## config.mk

```make
export PLATFORM = sky130hd
export DESIGN_NAME = counter_mod_updown
export DESIGN_NICKNAME = d
export VERILOG_FILES = /design/src/rtl/counter_pkg.sv /design/src/rtl/counter_prescaler.sv /design/src/rtl/counter_mod_updown.sv
export SDC_FILE = /design/constraint.sdc
export NUM_CORES = 1
export LEC_CHECK = 0
export CAP_MARGIN = 30
export CORE_MARGIN = 2
export CORE_UTILIZATION = 39
export DETAILED_ROUTE_END_ITERATION = 7
export PLACE_DENSITY = 0.67
export SYNTH_ARGS = -nofsm -noshare
export SYNTH_HDL_FRONTEND = slang
export SYNTH_SLANG_ARGS = --single-unit
```

## constraint.sdc

```tcl
create_clock -name clk -period 3.4 [get_ports clk]
set_input_delay 0.34 -clock clk [delete_from_list [all_inputs] [get_ports clk]]
set_output_delay 0.34 -clock clk [all_outputs]
set_load 0.1 [all_outputs]
```

## src/rtl/counter_pkg.sv

```systemverilog
// Shared encodings and helpers for the counter family.
package counter_pkg;

  localparam logic DIR_DOWN  = 1'b0;
  localparam logic DIR_UP    = 1'b1;
  localparam logic MODE_WRAP = 1'b0;
  localparam logic MODE_SAT  = 1'b1;

  // Load values above the top of the count range are pinned to that top.
  function automatic int unsigned clamp_to_max(input int unsigned value,
                                               input int unsigned max_val);
    return (value > max_val) ? max_val : value;
  endfunction

endpackage

```

## src/rtl/counter_prescaler.sv

```systemverilog
// Divides enab pulses by PRESCALE; step_out is high on every PRESCALE-th enab cycle.
module counter_prescaler #(
  parameter int PRESCALE = 4,
  parameter int WIDTH    = $clog2(PRESCALE)
) (
  input  logic clk,
  input  logic rst,
  input  logic clr,
  input  logic enab,
  output logic step_out
);

  localparam logic [WIDTH-1:0] LAST = WIDTH'(PRESCALE - 1);

  // Down-counter of enab cycles remaining before the next step.
  logic [WIDTH-1:0] remaining;

  always_ff @(posedge clk) begin
    if (rst || clr) begin
      remaining <= LAST;
    end else if (enab) begin
      remaining <= (remaining == '0) ? LAST : remaining - WIDTH'(1);
    end
  end

  assign step_out = enab && (remaining == '0);

endmodule

```

## src/rtl/counter_mod_updown.sv

```systemverilog
// Modulo up/down counter with wrap/saturate mode, tc pulse and sticky overflow.
// Define COUNTER_PRESCALE_EN to divide enab by PRESCALE before each count step.
module counter_mod_updown
  import counter_pkg::*;
#(
  parameter int WIDTH    = 8,
  parameter int MAX_VAL  = 2**WIDTH - 1,
  parameter int PRESCALE = 4
) (
  input  logic             clk,
  input  logic             rst,
  input  logic [WIDTH-1:0] cnt_in,
  input  logic             load,
  input  logic             enab,
  input  logic             up_dn,
  input  logic             sat,
  input  logic             clr_ovf,
  output logic [WIDTH-1:0] cnt_out,
  output logic             tc,
  output logic             ovf
);

  localparam logic [WIDTH-1:0] MAX_W = WIDTH'(MAX_VAL);

  if (WIDTH < 2 || WIDTH > 31 || MAX_VAL < 1 || MAX_VAL > 2**WIDTH - 1 || PRESCALE < 2)
  begin : g_param_check
    $error("counter_mod_updown: illegal WIDTH/MAX_VAL/PRESCALE");
  end

  logic             step;
  logic [WIDTH-1:0] cnt_nxt;
  logic             tc_nxt;
  logic             ovf_set;
  logic             ovf_nxt;

`ifdef COUNTER_PRESCALE_EN
  counter_prescaler #(.PRESCALE(PRESCALE)) u_prescaler (
    .clk      (clk),
    .rst      (rst),
    .clr      (load),
    .enab     (enab),
    .step_out (step)
  );
`else
  assign step = enab;
`endif

  always_comb begin
    cnt_nxt = cnt_out;
    tc_nxt  = 1'b0;
    ovf_set = 1'b0;
    if (load) begin
      cnt_nxt = WIDTH'(clamp_to_max(32'(cnt_in), int'(MAX_VAL)));
    end else if (step) begin
      if (up_dn == DIR_UP) begin
        if (cnt_out == MAX_W) begin
          ovf_set = 1'b1;
          if (sat == MODE_WRAP) begin
            cnt_nxt = '0;
            tc_nxt  = 1'b1;
          end
        end else begin
          cnt_nxt = cnt_out + WIDTH'(1);
        end
      end else begin
        if (cnt_out == '0) begin
          ovf_set = 1'b1;
          if (sat == MODE_WRAP) begin
            cnt_nxt = MAX_W;
            tc_nxt  = 1'b1;
          end
        end else begin
          cnt_nxt = cnt_out - WIDTH'(1);
        end
      end
    end
    // A set event on the same edge as clr_ovf keeps the flag high.
    ovf_nxt = ovf_set || (ovf && !clr_ovf);
  end

  always_ff @(posedge clk) begin
    if (rst) begin
      cnt_out <= '0;
      tc      <= 1'b0;
      ovf     <= 1'b0;
    end else begin
      cnt_out <= cnt_nxt;
      tc      <= tc_nxt;
      ovf     <= ovf_nxt;
    end
  end

endmodule

```

==> results.py <==
metrics = {
    "clock_network": {
        "cts_sinks": 10,
        "cts_resized": 0,
        "cts-root-buf": "clkbuf_4",
        "cts_max_level": 1,
        "cts_tree": "done",
        "clock_latency_ns": 0.26,
        "cts_made_buffers": 3,
        "hold_buffers": 0,
        "postCtsSetupBuffers": 0,
        "cts_buffer_depth": 2,
        "path_clk_slew_ns": 0.06,
    },
    "setup_path": {
        "slowest_delay_ns": 1.22,
        "cp-end-kind": "output pin",
        "crit_buf_inv": 1,
        "critPathKind": "flip-flop to output pin",
        "worst_path_dominant_cell_family": "buffers and inverters",
        "slowest_stage": "clkdlybuf4s50_1",
        "worstPathMaxFanout": 12,
        "crit_required_ns": 3.06,
        "crit_path_start_kind": "flip-flop",
        "arrival_ns": 2.06,
        "cp_cell_sequence": "clkdlybuf4s50_1",
    },
    "finish": {
        "fillCellCount": 232,
        "num_antenna_cells": 0,
        "multi_input_area_um2": 663,
        "stdcell_area_um2": 1190,
        "drive_gt1_share_pct": 8.45,
        "layout-area-overhead-vs-synth_pct": 27.1,
        "final_cells": 170,
        "nets": 162,
        "seq_area_um2": 200,
    },
    "global_route": {
        "met2_usage_pct": 34.6,
        "grt_start_max_net_pins": 16,
        "grt_pass1_vias": 935,
        "met3_usage_pct": 4.80,
        "overflow": 0,
        "grt.busiest_layer": "met2",
        "grt_pass1_wl_um": 4210,
        "track_usage_pct": 20.7,
        "grt_antenna_before_repair": 0,
        "met1_usage_pct": 26.4,
    },
    "timing": {
        "fin_hold_ws_ns": 0.470,
        "fin_crit_sh_pct": 70.7,
        "fin_crit_ns": 2.40,
        "rsz0062_at_grt": "no",
        "setup_viol": 0,
        "fmax_mhz": 416,
        "final.setup.tns_ns": 0,
        "clock_skew_ns": 0.00380,
        "maxSlewHeadroom_pct": 35.5,
        "worst_pin_slew_ns": 0.965,
        "slew_violations": 0,
        "hold_violations": 0,
    },
    "yosys": {
        "syn-num-nets": 140,
        "synthArstFlopShare_pct": 0,
        "synth_flop_cell": "dfxtp_1",
        "synth-edff-count": 0,
        "yosysMostFrequentCell": "o21ai_0",
        "synth_top_area_share_pct": 21.3,
        "syn_inst": 122,
        "synth_common_cells": "o21ai_0 (12), dfxtp_1 (10), nor2_1 (10)",
        "avgSynthCellArea_um2": 7.69,
        "synth_cell_types": 44,
        "synth_area_leaders": "dfxtp_1 (21%), o21ai_0 (6.4%), a21oi_1 (4.3%)",
        "yosys_warnings": 0,
        "synth-seq-area-share_pct": 21.3,
        "synthesis.area_um2": 938,
        "ys_ff_latch": 10,
        "yosysTopAreaCell": "dfxtp_1",
    },
    "status": {
        "status": "finished clean",
    },
    "power_and_ir_drop": {
        "pwr-share-comb_pct": 46.6,
        "swShare_pct": 45.3,
        "max-vdd-ir-drop_uv": 289,
        "power.internal_uw": 239,
        "power_uw": 437,
        "seqPwrFrac_pct": 35.5,
        "p_leak_uw": 0.000409,
        "p_sw_uw": 198,
        "power_density_nw_per_um2": 366,
        "p_clk_share_pct": 17.9,
    },
    "routing": {
        "drt-initial-drc-count": 44,
        "dr_total_vias": 1033,
        "postRouteAntennaNets": 0,
        "wl_per_cell_um": 15.6,
        "drt_pass1_iterations": 4,
        "via_per_inst": 6.08,
        "wirelength_um": 2660,
        "drcViolationCount": 0,
    },
    "flow_run": {
        "drv_cap": 0,
    },
    "placed_design": {
        "post-place-cells": 167,
        "routabilityCongestion": 0.878,
        "placed_area_um2": 1170,
        "dp_hpwl_um": 2010,
        "portBuffers": 24,
    },
    "die": {
        "dieHeight_um": 53.1,
        "fp.dieArea_um2": 2810,
        "die_width_um": 53.1,
        "rows": 17,
        "start_util_pct": 42.0,
        "io_pins": 25,
        "design.core.area_um2": 2230,
    },
    "worst_hold_path": {
        "hold_class": "flip-flop to flip-flop",
    },
}
path summary, 6_finish.rpt:
path         startpoint    endpoint  slack (ns)  depth (start not counted)
max          cnt_out[3]  cnt_out[3]         1.0                          1
min reg2reg         ovf         ovf        0.47                          2
max reg2reg  cnt_out[0]  cnt_out[3]        1.42                          7
min                 ovf         ovf        0.47                          2
layout make-up:
type / instances / area share (%)
inverters: 9 / 2.83
flip-flops and latches: 10 / 16.8
repair buffers: 24 / 19.9
well taps: 28 / 2.94
clock buffers: 3 / 1.89
multi-input cells: 96 / 55.6
power by group through the flow:
stage	Clock, µW	Sequential (µW)	Combinational [µW]
after floorplan	0	210	94.1
after global placement	0	156	201
after detailed placement	0	157	203
after CTS	81.0	154	203
after global routing	89.1	157	217
final	78.4	155	204
worst reg2reg max path, delay by kind of cell (launching register included):
family	cells	cell delay, ns
AO/OA/AOI/OAI	3	0.81
adder cells (fa/ha/maj)	1	0.21
buffers and inverters	1	0.11
flip-flops	1	0.48
AND/OR/NAND/NOR	2	0.26
routing by layer:
metal	vias up	wire (µm)	part of all wire (%)
met1	475	1090	41
met2	55	1300	49
met3	3	249	9.4
li1	500	-	-
met5	-	0	0
met4	0	17	0.64
layout by cell type, fill, tap and decap left out, types with 3 or more instances in the layout:
master,n
clkdlybuf4s50_1,23
o21ai_0,12
nor2_1,10
dfxtp_1,10
inv_1,9
nand2_1,9
a21oi_1,8
nand3_1,7
nand4_1,5
nand2b_1,4
a31oi_1,3
ha_1,3
clkbuf_4,3
sequential cells by signal, summed over array words and instances, names as in the netlist:
register,cells
cnt_out,8
tc,1
ovf,1
metrics by stage:
step                      setup WS (ns)  utilization [%]
after detailed placement           1.06             52.4
after global placement             1.12             52.4
after CTS                          1.00             53.4
after global routing              0.928             53.4
final                             0.995             53.4
after floorplan                   0.885                -
cells by family (layout without fill, tap and decap cells):
group | after synthesis | after routing | synth area share (%)
simple gates | 46 | 46 | 28.1
compound gates | 42 | 42 | 33.5
buf+inv | 16 | 36 | 8.00
flops | 10 | 10 | 21.3
fa+ha+maj | 3 | 3 | 4.00
xor+xnor | 3 | 3 | 2.80
mux | 2 | 2 | 2.27
(Power assumes the default switching activity.)
